## src/rtl/hbridge_pwm_driver.sv

```systemverilog
// Dual H-bridge PWM driver: shared period counter, per-motor channel FSM with duty clamp,
// reversal dead time and encoder stall watchdog. Bridge pins are registered for glitch-free edges.

module HbridgeChannel #(
    parameter int         PERIOD       = 625_000,
    parameter int         CNT_W        = 20,
    parameter int         DUTY_MAX_PCT = 80,
    parameter int         DEADTIME_CYC = 50_000,
    parameter int         STALL_CYC    = 25_000_000,
    parameter logic [1:0] FWD_PINS     = 2'b01
) (
    input  logic             clk,
    input  logic             rst,
    input  logic             wrap_i,
    input  logic [CNT_W-1:0] cntNext_i,
    input  logic             cmdValid_i,
    input  logic [1:0]       cmdDir_i,
    input  logic [6:0]       cmdDuty_i,
    input  logic             shaftPulse_i,
    output logic             en_o,
    output logic [1:0]       pins_o,
    output logic             stall_o,
    output logic             busy_o
);

    localparam int DEAD_W = $clog2(DEADTIME_CYC + 1);
    localparam int STALL_W = $clog2(STALL_CYC + 1);
    localparam int PROD_W = CNT_W + 7;
    localparam logic [1:0] DIR_FWD = 2'b01;
    localparam logic [1:0] DIR_REV = 2'b10;
    localparam logic [1:0] DIR_BRAKE = 2'b11;

    typedef enum logic [1:0] {COAST, BRAKE, RUN, DEAD} chanState_e;

    chanState_e         state_q, state_d;
    logic               fwd_q, fwd_d;
    logic [CNT_W-1:0]   onCnt_q, onCnt_d;
    logic [DEAD_W-1:0]  deadCnt_q, deadCnt_d;
    logic [STALL_W-1:0] stallCnt_q, stallCnt_d;
    logic               stall_q, stall_d;
    logic               pendValid_q, pendValid_d;
    logic [1:0]         pendDir_q, pendDir_d;
    logic [6:0]         pendDuty_q, pendDuty_d;
    logic [2:0]         shaftSync_q;
    logic               en_q, en_d;
    logic [1:0]         pins_q, pins_d;
    logic               busy_q, busy_d;
    logic               newFwd;
    logic               shaftEdge;

    function automatic logic [CNT_W-1:0] calcOnCnt(input logic [6:0] duty);
        logic [6:0]        eff;
        logic [PROD_W-1:0] prod;
        eff = (duty > 7'(DUTY_MAX_PCT)) ? 7'(DUTY_MAX_PCT) : duty;
        prod = PROD_W'(PERIOD) * PROD_W'(eff);
        return CNT_W'(prod / PROD_W'(100));
    endfunction

    assign shaftEdge = shaftSync_q[1] & ~shaftSync_q[2];

    always_comb begin
        state_d = state_q;
        fwd_d = fwd_q;
        onCnt_d = onCnt_q;
        deadCnt_d = deadCnt_q;
        stallCnt_d = stallCnt_q;
        stall_d = stall_q;
        pendValid_d = pendValid_q;
        pendDir_d = pendDir_q;
        pendDuty_d = pendDuty_q;
        newFwd = (pendDir_q == DIR_FWD);
        en_d = 1'b0;
        pins_d = 2'b00;

        if (state_q == DEAD) begin
            if (deadCnt_q == '0) begin
                state_d = RUN;
            end else begin
                deadCnt_d = deadCnt_q - DEAD_W'(1);
            end
        end

        if (shaftEdge) begin
            stallCnt_d = '0;
        end else if (state_q == RUN && onCnt_q != '0 && stallCnt_q != STALL_W'(STALL_CYC)) begin
            stallCnt_d = stallCnt_q + STALL_W'(1);
        end
        if (state_q == RUN && stallCnt_q == STALL_W'(STALL_CYC)) begin
            stall_d = 1'b1;
            state_d = COAST;
        end

        // Coast/brake act at once and clear a stall; fwd/rev wait for the period wrap.
        if (pendValid_q) begin
            if (pendDir_q != DIR_FWD && pendDir_q != DIR_REV) begin
                state_d = (pendDir_q == DIR_BRAKE) ? BRAKE : COAST;
                stall_d = 1'b0;
                stallCnt_d = '0;
                pendValid_d = 1'b0;
            end else if (wrap_i) begin
                pendValid_d = 1'b0;
                if (!stall_d) begin
                    onCnt_d = calcOnCnt(pendDuty_q);
                    fwd_d = newFwd;
                    if (state_q == RUN && newFwd != fwd_q) begin
                        state_d = DEAD;
                        deadCnt_d = DEAD_W'(DEADTIME_CYC - 1);
                    end else if (state_q != DEAD) begin
                        state_d = RUN;
                    end
                end
            end
        end

        if (cmdValid_i) begin
            pendValid_d = 1'b1;
            pendDir_d = cmdDir_i;
            pendDuty_d = cmdDuty_i;
        end

        case (state_d)
            BRAKE: begin
                en_d = 1'b1;
                pins_d = 2'b11;
            end
            RUN: begin
                en_d = (cntNext_i < onCnt_d);
                pins_d = fwd_d ? FWD_PINS : ~FWD_PINS;
            end
            default: begin
                en_d = 1'b0;
                pins_d = 2'b00;
            end
        endcase
        busy_d = pendValid_d | (state_d == DEAD);
    end

    always_ff @(posedge clk) begin
        if (rst) begin
            state_q <= COAST;
            fwd_q <= 1'b1;
            onCnt_q <= '0;
            deadCnt_q <= '0;
            stallCnt_q <= '0;
            stall_q <= 1'b0;
            pendValid_q <= 1'b0;
            pendDir_q <= 2'b00;
            pendDuty_q <= '0;
            shaftSync_q <= '0;
            en_q <= 1'b0;
            pins_q <= 2'b00;
            busy_q <= 1'b0;
        end else begin
            state_q <= state_d;
            fwd_q <= fwd_d;
            onCnt_q <= onCnt_d;
            deadCnt_q <= deadCnt_d;
            stallCnt_q <= stallCnt_d;
            stall_q <= stall_d;
            pendValid_q <= pendValid_d;
            pendDir_q <= pendDir_d;
            pendDuty_q <= pendDuty_d;
            shaftSync_q <= {shaftSync_q[1:0], shaftPulse_i};
            en_q <= en_d;
            pins_q <= pins_d;
            busy_q <= busy_d;
        end
    end

    assign en_o = en_q;
    assign pins_o = pins_q;
    assign stall_o = stall_q;
    assign busy_o = busy_q;

endmodule

module hbridge_pwm_driver #(
    parameter int CLK_HZ       = 50_000_000,
    parameter int PWM_HZ       = 80,
    parameter int DUTY_MAX_PCT = 80,
    parameter int DEADTIME_CYC = 50_000,
    parameter int STALL_CYC    = 25_000_000
) (
    input  logic       clk,
    input  logic       rst,
    input  logic       cmd_valid,
    input  logic [1:0] cmd_dirA,
    input  logic [6:0] cmd_dutyA,
    input  logic [1:0] cmd_dirB,
    input  logic [6:0] cmd_dutyB,
    input  logic       shaftPulseL,
    input  logic       shaftPulseR,
    output logic       hbEnA,
    output logic       hbEnB,
    output logic       hbIn1,
    output logic       hbIn2,
    output logic       hbIn3,
    output logic       hbIn4,
    output logic       stallA,
    output logic       stallB,
    output logic       busy
);

    localparam int PERIOD = CLK_HZ / PWM_HZ;
    localparam int CNT_W = (PERIOD > 1) ? $clog2(PERIOD) : 1;

    logic [CNT_W-1:0] cnt_q, cnt_d;
    logic             wrap;
    logic             busyA, busyB;

    always_comb begin
        wrap = (cnt_q == CNT_W'(PERIOD - 1));
        cnt_d = wrap ? '0 : cnt_q + CNT_W'(1);
    end

    always_ff @(posedge clk) begin
        if (rst) begin
            cnt_q <= '0;
        end else begin
            cnt_q <= cnt_d;
        end
    end

    HbridgeChannel #(
        .PERIOD(PERIOD), .CNT_W(CNT_W), .DUTY_MAX_PCT(DUTY_MAX_PCT),
        .DEADTIME_CYC(DEADTIME_CYC), .STALL_CYC(STALL_CYC), .FWD_PINS(2'b01)
    ) chanA (
        .clk(clk), .rst(rst), .wrap_i(wrap), .cntNext_i(cnt_d),
        .cmdValid_i(cmd_valid), .cmdDir_i(cmd_dirA), .cmdDuty_i(cmd_dutyA),
        .shaftPulse_i(shaftPulseL), .en_o(hbEnA), .pins_o({hbIn1, hbIn2}),
        .stall_o(stallA), .busy_o(busyA)
    );

    HbridgeChannel #(
        .PERIOD(PERIOD), .CNT_W(CNT_W), .DUTY_MAX_PCT(DUTY_MAX_PCT),
        .DEADTIME_CYC(DEADTIME_CYC), .STALL_CYC(STALL_CYC), .FWD_PINS(2'b10)
    ) chanB (
        .clk(clk), .rst(rst), .wrap_i(wrap), .cntNext_i(cnt_d),
        .cmdValid_i(cmd_valid), .cmdDir_i(cmd_dirB), .cmdDuty_i(cmd_dutyB),
        .shaftPulse_i(shaftPulseR), .en_o(hbEnB), .pins_o({hbIn3, hbIn4}),
        .stall_o(stallB), .busy_o(busyB)
    );

    assign busy = busyA | busyB;

endmodule

```

## config.mk

```make
export PLATFORM = sky130hd
export DESIGN_NAME = hbridge_pwm_driver
export DESIGN_NICKNAME = d
export VERILOG_FILES = /design/src/rtl/hbridge_pwm_driver.sv
export SDC_FILE = /design/constraint.sdc
export NUM_CORES = 1
export LEC_CHECK = 0
export CAP_MARGIN = 20
export CORE_ASPECT_RATIO = 1.75
export CORE_UTILIZATION = 56
export CTS_CLUSTER_DIAMETER = 80
export DETAILED_ROUTE_END_ITERATION = 7
export PLACE_DENSITY = 0.8
export RECOVER_POWER = 25
export SYNTH_ARGS = -nofsm -noshare
export SYNTH_HDL_FRONTEND = slang
export SYNTH_HIERARCHICAL = 1
export SYNTH_SLANG_ARGS = --single-unit
```

## constraint.sdc

```tcl
create_clock -name clk -period 18.42 [get_ports clk]
set_clock_uncertainty 0.2 [all_clocks]
set_input_delay 3.684 -clock clk [delete_from_list [all_inputs] [get_ports clk]]
set_output_delay 3.684 -clock clk [all_outputs]
set_load 0.01 [all_outputs]
```

Yosys cells after proc, flatten, opt, wreduce, memory -nomap -nowiden. Cells that the tools add are included.

Equal/unequal tests: 27. Multiply operators: 2. Div/mod/pow operators: 2. Reduce and logical (&&, ||, !) cells: 14. $add $sub $neg: 5. Bitwise operators: 7. Magnitude comparators: 4. Mux-type cells: 80.

Operators by type and width (number): 16-bit two-way mux (14); 25-bit two-way mux (8); 20-bit two-way mux (9); 27-bit by 7-bit divider with 27-bit output (second input constant) (2); 25-bit by 1-bit adder with 25-bit output (second input constant) (2); 25-bit == test (second input constant) (2); 25-bit inequality test (second input constant) (2); 17-bit by 7-bit multiplier with 24-bit output (first input constant) (2); 20-bit < comparator (2); 2-bit two-way mux (20); 20-bit nonzero test (2); 16-bit logical NOT (2); 16-bit by 1-bit subtractor with 16-bit output (second input constant) (2); 1-bit two-way mux (23); 20-bit by 1-bit adder with 20-bit output (second input constant) (1); 2-bit == test (second input constant) (10); 20-bit == test (second input constant) (1); 7-bit greater-than comparator (second input constant) (2); 7-bit two-way mux (2); 1-bit logical AND (10); 2-bit by 1-bit == test with 1-bit output (second input constant) (4); 2-bit inequality test (second input constant) (4); 2-bit one-hot mux with 2 select lines (2); 2-bit by 1-bit inequality test with 1-bit output (second input constant) (2); 5 further kinds (11).

Input port bits: 23. Output and inout bits: 9. Bits in registers: 184. Logic and storage cells: 168.

Longest topological paths before layout. Gate-level depths: netlist (run 1).

Depth after elaboration: 12. Mapped depth: 74. Mapped depth without buffers: 64.

By module. The synthesis (run 1) kept the hierarchy.

Modules (own cells, without submodules): HbridgeChannel at chanB (area each 10886.7 um^2, cells an instance 1415, times used 1, sequential area each 1641.6 um^2); HbridgeChannel at chanA (area each 10655.2 um^2, cells an instance 1398, times used 1, sequential area each 1641.6 um^2); hbridge_pwm_driver (area each 1104.8 um^2, cells an instance 131, times used 1, sequential area each 400.4 um^2).

Worst setup path before layout (run 1). Ideal clock, no wire load.

Kind: register to register. Start: reg chanA.pendDuty_q[5]. End: reg chanA.en_q, in the netlist chanA/en_o. Setup slack: 3049 ps. Cell stages (with the launch flop): 68. Setup time: 69 ps. Path buffers: 5. Arrival time: 15102 ps. Period minus slack after synthesis: 15371 ps. Cell sequence: dfxtp_1 > o21ai_0 > and2_0 > clkinv_1 > fa_1 > inv_1 > ha_1 > ha_1 > ha_1 > a21oi_1 > o211ai_1 > a21oi_1 > o211ai_2 > and4_4 > buf_6 > a22o_1 > a2111oi_2 > nor2_1 > [... 32 more ...] > a32oi_2 > maj3_2 > o21a_1 > buf_6 > mux2i_1 > and4_4 > nor4_1 > or3_1 > o211ai_1 > o21ai_1 > ha_1 > a21oi_1 > nor2b_1 > o21ai_0 > o2111ai_1 > nor2_1 > nand2_1 > o21ai_1.

Cells in the longest elaborated chain, start to end: 10.

Ends and longest elaborated chain: from (decl) (line 43) `logic [6:0] pendDuty_q, pendDuty_d;`; from (signal assigned) (line 162) `pendDuty_q <= pendDuty_d;`; 7-bit greater-than comparator (line 54) `eff = (duty > 7'(DUTY_MAX_PCT)) ? 7'(DUTY_MAX_PCT) : duty;`; 7-bit two-way mux (*) (line 54); 17-bit by 7-bit multiplier with 24-bit output (*) (line 55) `prod = PROD_W'(PERIOD) * PROD_W'(eff);`; 27-bit by 7-bit divider with 27-bit output (*) (line 56) `return CNT_W'(prod / PROD_W'(100));`; 20-bit two-way mux (*) (line 102) `if (!stall_d) begin`; 20-bit two-way mux (*) (line 100) `end else if (wrap_i) begin`; 20-bit two-way mux (*) (line 95) `if (pendDir_q != DIR_FWD && pendDir_q != DIR_REV) begin`; 20-bit two-way mux (*) (line 94) `if (pendValid_q) begin`; 20-bit < comparator (*) (line 127) `en_d = (cntNext_i < onCnt_d);`; 1-bit one-hot mux with 2 select lines (*) (line 121) `case (state_d)`; to (signal assigned) (line 164) `en_q <= en_d;`; to (decl) (line 45) `logic en_q, en_d;`.

Mark *: on every way between the ends. The rest lies on a longest branch, timed or not. A chain may end at the register's enable or synchronous reset.

Worst setup path in the final report (run 1).
Start: reg chanA.pendDuty_q[6]. End: reg chanA.en_q, in the netlist chanA/en_o.

Same word-level chain as after synthesis.

==> results.md, run 1 <==
- Status: finished with violations
- Failing checks: max-capacitance violations, max-slew violations
- Hold bufs inserted after CTS: 0
- Worst-Skew Late Latency: 0.47 ns
- Pre-CTS setup slack: -0.201 ns
- Hold Fails Final Rpt: 0
- DRT met1 WL: 24200 um
- R2R setup slack: 0.63 ns
- Hold_sp: chanA/shaftSync_q[1]
- Port Buf Inserts: 31
- Initial Utilization: 56.7%
- DP Cell Count: 3403
- Seq/Total Area, Yosys: 16.3%
- Layout cells sized above 1: 11.3%
- Final Max Slew Viols: 21
- Top cell type's share of synthesized area: 16.3%
- ANT cells: 0
- Main synth FF type: dfxtp_1
- Total of max-cap violations: 1
- Worst Setup Start Kind: register
- Routed wl met2: 36600 um
- Hold Path Depth: 2
- GP Congestion: 1.02
- Detailed placement HPWL: 54300 um
- Synth warn: 6
- Setup WS post-layout: 0.633 ns
- Clk pin slew, worst setup/hold paths: 0.10 ns
- Rel. slew slack: -48.0%
- Mapped Area: 22600 um^2
- Critical R2R Capture: chanA/en_o
- Post-synth top area cell: dfxtp_1
- RR Startpoint: chanA/pendDuty_q[6]
- Mapped Nets: 3170
- Via/cell ratio: 6.85
- Register bit total from synthesis: 184
- Post-synth EDFFs: 0
- Worst Tran Pin Value: 2.22 ns
- Ys async rst share: 0%
- Largest net degree at the start of global routing: 64
- Met3 WL post-DR: 2730 um
- Largest cells by area after synthesis: dfxtp_1 (16%), ha_1 (9.6%), nor2_1 (5.6%), a21oi_1 (4.0%), nand2_1 (3.7%)
- Post-synthesis mux area share: 3.63%
- Largest family of logic cells by synthesized area: compound AO/OA/AOI/OAI gates
- Nets: 3171
- Initial antenna violation count: 0
- Syn Inst Count: 2944
- DRT Wirelength: 69900 um
- Synth Area in Simple Gates: 25.9%
- Die ar.: 41300 um^2
- Post-Layout Cell Count: 3453
- Num CTS Buffers: 17
- CTS tree: yes
- All-Layer GR Usage: 33.0%
- Minimum clock period: 17.79 ns
- Vias in the first global route: 23400
- Core region area: 39900 um^2
- Xor/xnor cell area share of the yosys netlist: 7.19%
- WHS Endpoint: chanA/shaftSync_q[2]
- CP max stage cell: or4_4
- Crit-path max FO: 10
- TritonRoute pass-1 iters: 8
- Clk buf depth: 2
- FF-to-FF path depth: 65
- P&R area growth vs syn: 8.61%
- Syn Area/Cell: 7.69 um^2
- Top cells by count, synth: nor2_1 (337), nand2_1 (226), dfxtp_1 (184), a21oi_1 (181), ha_1 (173)
- Worst Setup End Kind: register
- Wire per inst: 20.2 um
- Most frequent cell after synthesis: nor2_1
- Fmax: 56.2 MHz
- First-pass GRT wire length: 112000 um
- Grt ovf: 0
- Row Count: 97
- Setup Crit Path Kind: reg2reg
- DRT iter0 DRCs: 1742
- Worst Path Arrival: 17.98 ns
- Uppermost routed layer: met4
- CTS root buf: clkbuf_16
- Hold crit path type: reg2reg
- # DRC: 0
- IO Count: 32
- Via count: 23600
- Synth Area in Adders: 12.6%
- H-tree levels: 4
- Synth Area in Compound Gates: 30.0%
- Setup violations, final: 0
- Fin util: 61.6%
- Period Utilization, post-route: 96.6%
- DRT antenna net count: 0
- Req. time, crit path: 18.62 ns
- Synth unique cells: 152
- Die Y: 268 um
- Cell repeated most along the worst path: a21oi_1
- Clock Sink Count: 184
- Worst path max stage delay: 0.63 ns
- Die W: 154 um
-- cell usage in the layout (no fill, tap or decap), drive strengths merged, types with 36 or more instances in the layout --
master / count
o211ai: 49
nor4: 49
inv: 129
nand4: 56
xnor2: 93
and2: 50
ha: 173
buf: 59
nand3: 113
a211oi: 41
o21a: 44
a21oi: 190
xor2: 84
nor3: 94
nand2: 228
o21ai: 163
o22ai: 37
mux2i: 62
a31oi: 36
a21o: 42
or3: 36
dfxtp: 184
nor2: 340
and3: 39
-- through the flow --
step / hold WS (ns) / area (um^2) / setup TNS (ns)
5_1_grt: 0.260 / 24600 / -0.140
4_1_cts: 0.246 / 24000 / 0
6_report: 0.243 / 24600 / 0
3_3_place_gp: 0.216 / 23400 / 0
2_1_floorplan: 0.210 / 22600 / 0
3_5_place_dp: 0.226 / 23400 / -0.201
-- cells by family (layout without fill, tap and decap cells) --
family | after synthesis | in the layout
AOI/OAI and AO/OA | 904 | 905
xor gates and xnor gates | 177 | 177
adders and majority gates | 211 | 211
buffers and inverters | 235 | 247
DFF | 184 | 184
muxes | 76 | 76
other | 2 | 2
and+or+nand+nor | 1155 | 1156
-- flip-flops by register name, indices dropped and copies added, names as in the netlist, 3 cells and up --
name / flops
chanA/stallCnt_q: 25
chanB/pendDuty_q: 7
chanB/onCnt_q: 20
chanB/shaftSync_q: 3
chanA/shaftSync_q: 3
chanA/deadCnt_q: 16
chanB/deadCnt_q: 16
chanA/pendDuty_q: 7
chanB/stallCnt_q: 25
cnt_q: 20
chanA/onCnt_q: 20
-- timing repair --
| action | CTS | global route |
|---|---|---|
| pin swaps | 0 | 16 |
| cloned | 0 | 2 |
| gates resized for setup | 3 | 103 |
| endpoints found under the setup margin | 1 | 6 |
| buffers inserted | 0 | 15 |
-- layer usage --
layer | track usage (%) | up-vias
met2 | 64.5 | 961
li1 | - | 11100
met3 | 4.18 | 390
met5 | 0 | -
met1 | 30.1 | 11200
met4 | 26.8 | 0
-- worst max path at each step --
stage / startpoint / end / slack (ns)
after detailed placement: chanA/pendDuty_q[5] / chanA/en_o / -0.20
after global routing: chanA/pendDuty_q[6] / chanA/en_o / -0.06
after global placement: chanA/pendDuty_q[5] / chanA/en_o / 0.24
final: chanA/pendDuty_q[6] / chanA/en_o / 0.63
after CTS: chanA/pendDuty_q[5] / chanA/en_o / 0.007
after floorplan: chanA/pendDuty_q[5] / chanA/en_o / 3.05
-- critical path: cells and delay by family (launching register included) --
kind,cells,cell delay (ns)
multiplexers,3,1.14
XOR/XNOR,1,0.32
flip-flops,1,0.47
buffers and inverters,5,0.70
AND/OR/NAND/NOR,17,4.52
AO/OA/AOI/OAI,32,8.26
adder cells (fa/ha/maj),7,2.07
-- layout make-up --
cell class | count | area, um^2
Fill cell | 3476 | 15300
Clock buffer | 19 | 443
Sequential cell | 184 | 3680
Tap cell | 495 | 619
Timing Repair Buffer | 90 | 747
Inverter | 125 | 473
Multi-Input combinational cell | 2527 | 18500
Clock inverter | 13 | 136
Power of run 1 is not shown: default switching activity piles up to over one toggle a cycle in this logic, so the estimate is an artifact.
==> run 2, diff against run 1 <==
--- a/config.mk
+++ b/config.mk
@@ -12,6 +12,7 @@
 export DETAILED_ROUTE_END_ITERATION = 7
 export PLACE_DENSITY = 0.8
 export RECOVER_POWER = 25
+export SETUP_SLACK_MARGIN = 0.15
 export SYNTH_ARGS = -nofsm -noshare
 export SYNTH_HDL_FRONTEND = slang
 export SYNTH_HIERARCHICAL = 1
==> results.md, run 2 (synthesized netlist as in run 1, its figures left out) <==
- Status: finished with violations
- Failing checks: max-capacitance violations, max-slew violations
- Fmax: 56.3 MHz
- Die ar.: 41300 um^2
- Worst path max stage delay: 0.61 ns
- Clk buf depth: 2
- # DRC: 0
- DRT Wirelength: 70200 um
- Worst Tran Pin Value: 3.07 ns
- Grt ovf: 0
- Worst-Skew Late Latency: 0.47 ns
- First-pass GRT wire length: 112000 um
- Multi-input gate area: 18600 um^2
- TritonRoute pass-1 iters: 5
- Setup TNS Final: 0 ns
- Num CTS Buffers: 17
- Worst hold slack: 0.243 ns
- H-tree levels: 4
- Detailed placement HPWL: 54300 um
- Worst Path Arrival: 17.97 ns
- Critical R2R Capture: chanA/en_o
- Final Max Slew Viols: 115
- Vias in the first global route: 23400
- Period Utilization, post-route: 96.5%
- Clk pin slew, worst setup/hold paths: 0.10 ns
- Port Buf Inserts: 31
- RSZ-0062 raised after global routing: true
- Worst Setup Start Kind: register
- Initial antenna violation count: 0
- R2R setup slack: 0.64 ns
- Largest net degree at the start of global routing: 64
- Commonest non-fill, non-tap cell in the layout: nor2_1
- GP Congestion: 1.02
- Filler cells: 3470
- WHS Endpoint: chanA/shaftSync_q[2]
- Crit-path max FO: 10
- Core region area: 39900 um^2
- Setup Crit Path Kind: reg2reg
- Req. time, crit path: 18.61 ns
- P&R area growth vs syn: 9.16%
- Clock Sink Count: 184
- Hold Path Depth: 2
- Total of max-cap violations: 2
- Top Registers: chanA/stallCnt_q: 25 flops, chanB/stallCnt_q: 25 flops
- Hold Fails Final Rpt: 0
- Setup violations, final: 0
- Die Y: 268 um
- Wire per inst: 20.3 um
- Via count: 23600
- CP max stage cell: or4_4
- Nets: 3176
- CTS tree: yes
- Die W: 154 um
- RR Startpoint: chanA/pendDuty_q[6]
- IO Count: 32
- Worst Setup End Kind: register
- Cell repeated most along the worst path: ha_1
- Initial Utilization: 56.7%
- ANT cells: 0
- Hold crit path type: reg2reg
- DRT iter0 DRCs: 1752
- DRT antenna net count: 0
- CTS root buf: clkbuf_16
- Minimum clock period: 17.78 ns
- Hold_sp: chanA/shaftSync_q[1]
- Via/cell ratio: 6.82
- Rel. slew slack: -105%
- Row Count: 97
- All-Layer GR Usage: 33.0%
- Layout cells sized above 1: 11.9%
- FF-to-FF path depth: 64
- Commonest non-fill, non-tap cells in the layout: nor2_1 (328), nand2_1 (222), dfxtp_1 (183), a21oi_1 (173), ha_1 (172)
- Register Area: 3680 um^2
- Hold bufs inserted after CTS: 0
## run 2: changes by cell type in the layout (fill, tap and decap cells not counted), moves of 2 or more
cell | before | now
o21ai_1 | 41 | 39
buf_4 | 59 | 62
a211oi_2 | 11 | 9
o211a_2 | 4 | 6
xnor2_2 | 6 | 10
xnor2_1 | 82 | 80
o211a_1 | 10 | 8
xnor2_4 | 5 | 3
## run 2: critical path, delay by kind of cell, from the launching register on
kind	cells	cell delay, ns
multiplexers	3	1.12
AND/OR/NAND/NOR	22	5.69
flip-flops	1	0.47
buffers and inverters	4	0.47
AO/OA/AOI/OAI	28	7.48
adder cells (fa/ha/maj)	7	2.21
## run 2: final cells by class
| class | count | share of cell area (%) |
|---|---|---|
| clock buffers | 19 | 1.79 |
| well taps | 495 | 2.51 |
| inverters | 125 | 1.91 |
| multi-input cells | 2528 | 75.2 |
| flip-flops and latches | 184 | 14.9 |
| repair buffers | 94 | 3.13 |
| clock inverters | 13 | 0.552 |
## run 2: per-layer routing
metal	global-route usage, %	vias to the layer above	routed length (um)
met2	64.5	953	37100
li1	-	11100	-
met3	4.14	362	2880
met4	27.0	0	6000
met5	0	-	0
met1	30.1	11200	24200
## run 2: worst max path at each step
stage                              from         end  slack (ns)  cells after the start
floorplan           chanA/pendDuty_q[5]  chanA/en_o        3.05                     67
global placement    chanA/pendDuty_q[5]  chanA/en_o        0.24                     63
detailed placement  chanA/pendDuty_q[5]  chanA/en_o       -0.20                     62
CTS                 chanA/pendDuty_q[6]  chanA/en_o        0.21                     64
finish              chanA/pendDuty_q[6]  chanA/en_o        0.64                     64
global route        chanA/pendDuty_q[5]  chanA/en_o       0.007                     62
## run 2: what timing repair did
| action | 4_1_cts | 5_1_grt |
|---|---|---|
| gates resized for setup | 11 | 112 |
| pin swaps | 0 | 18 |
| buffers inserted | 0 | 19 |
| cloned | 0 | 3 |
| setup endpoints to repair | 1 | 6 |
## run 2: per-stage QoR
step / util [%] / setup slack (ns) / instance area [um^2] / cells
final: 61.9 / 0.643 / 24700 / 3458
after global placement: 58.5 / 0.237 / 23400 / 3403
after CTS: 60.1 / 0.211 / 24000 / 3435
after global routing: 61.9 / 0.00709 / 24700 / 3458
after detailed placement: 58.5 / -0.201 / 23400 / 3403
after floorplan: - / 3.05 / 22600 / 2944
Power of run 2 is left out for the same reason.
==> run 3, diff against run 2 <==
--- a/config.mk
+++ b/config.mk
@@ -5,12 +5,13 @@
 export SDC_FILE = /design/constraint.sdc
 export NUM_CORES = 1
 export LEC_CHECK = 0
+export ABC_AREA = 1
 export CAP_MARGIN = 20
 export CORE_ASPECT_RATIO = 1.75
 export CORE_UTILIZATION = 56
 export CTS_CLUSTER_DIAMETER = 80
 export DETAILED_ROUTE_END_ITERATION = 7
-export PLACE_DENSITY = 0.8
+export PLACE_DENSITY = 0.81
 export RECOVER_POWER = 25
 export SETUP_SLACK_MARGIN = 0.15
 export SYNTH_ARGS = -nofsm -noshare
==> results.md, run 3 <==
- Clock Sink Count: 184
- Period Utilization, post-route: 80.6%
- Nets: 3574
- Hold Fails Final Rpt: 0
- H-tree levels: 4
- Seq/Total Area, Yosys: 17.5%
- Syn Area/Cell: 6.33 um^2
- Hold bufs inserted after CTS: 0
- R2R setup slack: 3.58 ns
- Worst hold slack: 0.213 ns
- Filler cells: 3553
- Commonest non-fill, non-tap cells in the layout: nand2_1 (761), inv_1 (509), nor2_1 (316), nand3_1 (287), dfxtp_1 (184)
- Top cells by count, synth: nand2_1 (761), inv_1 (508), nor2_1 (316), nand3_1 (287), dfxtp_1 (184)
- Crit path max-delay family: simple AND/OR/NAND/NOR gates
- Setup TNS Final: 0 ns
- Grt ovf: 0
- Worst Setup End Kind: register
- Buffers plus inverters on the worst setup path: 5
- Final Max Slew Viols: 101
- Vias in the first global route: 20200
- Via count: 20700
- Row Count: 93
- CTS tree: yes
- TritonRoute pass-1 iters: 8
- Die Y: 258 um
- Setup violations, final: 0
- Largest cells by area after synthesis: dfxtp_1 (18%), nand2_1 (14%), ha_1 (10%), inv_1 (9.1%), nand3_1 (6.8%)
- Core region area: 36900 um^2
- Initial Utilization: 57.0%
- Commonest non-fill, non-tap cell in the layout: nand2_1
- Synth unique cells: 59
- All-Layer GR Usage: 27.2%
- Post-CTS setup buffers: 0
- Die W: 149 um
- Top cell type's share of synthesized area: 17.5%
- DRT antenna net count: 0
- Via/cell ratio: 5.40
- Worst-Skew Late Latency: 0.47 ns
- Post-synth EDFFs: 0
- Top Registers: chanA/stallCnt_q: 25 flops, chanB/stallCnt_q: 25 flops
- Initial antenna violation count: 0
- Worst Path Arrival: 15.00 ns
- Synth warn: 6
- Clk pin slew, worst setup/hold paths: 0.09 ns
- Wire per inst: 13.3 um
- # DRC: 0
- Status: finished with violations
- Setup Crit Path Kind: reg2reg
- Crit-path max FO: 9
- IO Count: 32
- Failing checks: max-capacitance violations, max-slew violations
- CP max stage cell: fa_1
- Register bit total from synthesis: 184
- Req. time, crit path: 18.59 ns
- Num CTS Buffers: 17
- RSZ-0062 raised after global routing: false
- Minimum clock period: 14.84 ns
- Total of max-cap violations: 2
- First-pass GRT wire length: 87200 um
- DRT iter0 DRCs: 827
- Die ar.: 38400 um^2
- Worst path max stage delay: 0.52 ns
- Hold crit path type: reg2reg
- Largest net degree at the start of global routing: 58
- Port Buf Inserts: 31
- Ys async rst share: 0%
- ANT cells: 0
- Mapped Nets: 3552
- Rel. slew slack: -75.9%
- Fmax: 67.4 MHz
- Main synth FF type: dfxtp_1
- Post-synth top area cell: dfxtp_1
- Worst Setup Start Kind: register
- Mapped Area: 21000 um^2
- Detailed placement HPWL: 41600 um
- Cell repeated most along the worst path: nand2_4
- Syn Inst Count: 3326
- Layout cells sized above 1: 14.3%
- DRT Wirelength: 50800 um
- GP Congestion: 0.970
- P&R area growth vs syn: 6.63%
- Post-cts resize count: 0
- CTS root buf: clkbuf_16
- Clk buf depth: 2
- Worst Tran Pin Value: 2.64 ns
- Most frequent cell after synthesis: nand2_1
==> run 3: cell count changes in the layout (fill, tap and decap cells not counted), moves of 50 or more <==
cell,change
nand3_1,+175
inv_2,+58
xnor2_1,-63
buf_4,-61
nand2_2,+164
a21oi_1,-65
nand2_1,+539
inv_1,+385
nand2_4,+84
mux2i_1,-50
==> run 3: routing by layer <==
layer / global-route usage [%] / vias up / wire length (um)
li1: - / 10700 / -
met1: 27.8 / 9489 / 20100
met2: 53.4 / 358 / 27300
met3: 2.73 / 160 / 1150
met4: 13.5 / 0 / 2240
met5: 0 / - / 0
==> run 3: through the flow <==
stage | std cells | setup WS, ns | utilization [%] | instance area (um^2)
after floorplan | 3326 | 5.78 | - | 21000
after global placement | 3804 | 3.80 | 59.2 | 21800
after detailed placement | 3804 | 3.67 | 59.2 | 21800
after CTS | 3836 | 3.55 | 60.9 | 22500
after global routing | 3836 | 2.17 | 60.8 | 22400
final | 3836 | 3.58 | 60.8 | 22400
==> run 3: final cells by class <==
class | instances | area [um^2] | area share (%)
Multi-Input combinational cell | 2529 | 15000 | 66.9
Sequential cell | 184 | 3680 | 16.4
Inverter | 581 | 2190 | 9.78
Tap cell | 475 | 594 | 2.65
Clock buffer | 17 | 425 | 1.90
Timing Repair Buffer | 35 | 323 | 1.44
Clock inverter | 15 | 203 | 0.904
==> run 3: worst paths after layout <==
path | cells after the start | to | start
setup / recovery | 115 | chanA/en_o | chanA/pendDuty_q[0]
hold / removal | 2 | chanB/shaftSync_q[1] | chanB/shaftSync_q[0]
setup reg to reg | 115 | chanA/en_o | chanA/pendDuty_q[0]
hold reg to reg | 2 | chanB/shaftSync_q[1] | chanB/shaftSync_q[0]
==> run 3: tightest hold or removal path, cell delays in order (launching register included) <==
cell and delay (ns):
dfxtp_1 0.31, inv_1 0.04, nor2_1 0.03
==> run 3: logic make-up after synthesis <==
logic type	Yosys count	share of synthesized area (%)
adder cells (fa/ha/maj)	203	13.1
flip-flops	184	17.5
AO/OA/AOI/OAI	343	8.97
XOR/XNOR	63	2.66
AND/OR/NAND/NOR	1916	46.5
buffers and inverters	613	11.1
multiplexers	2	0.0952
other	2	0.0357
Power of run 3 is left out for the same reason.
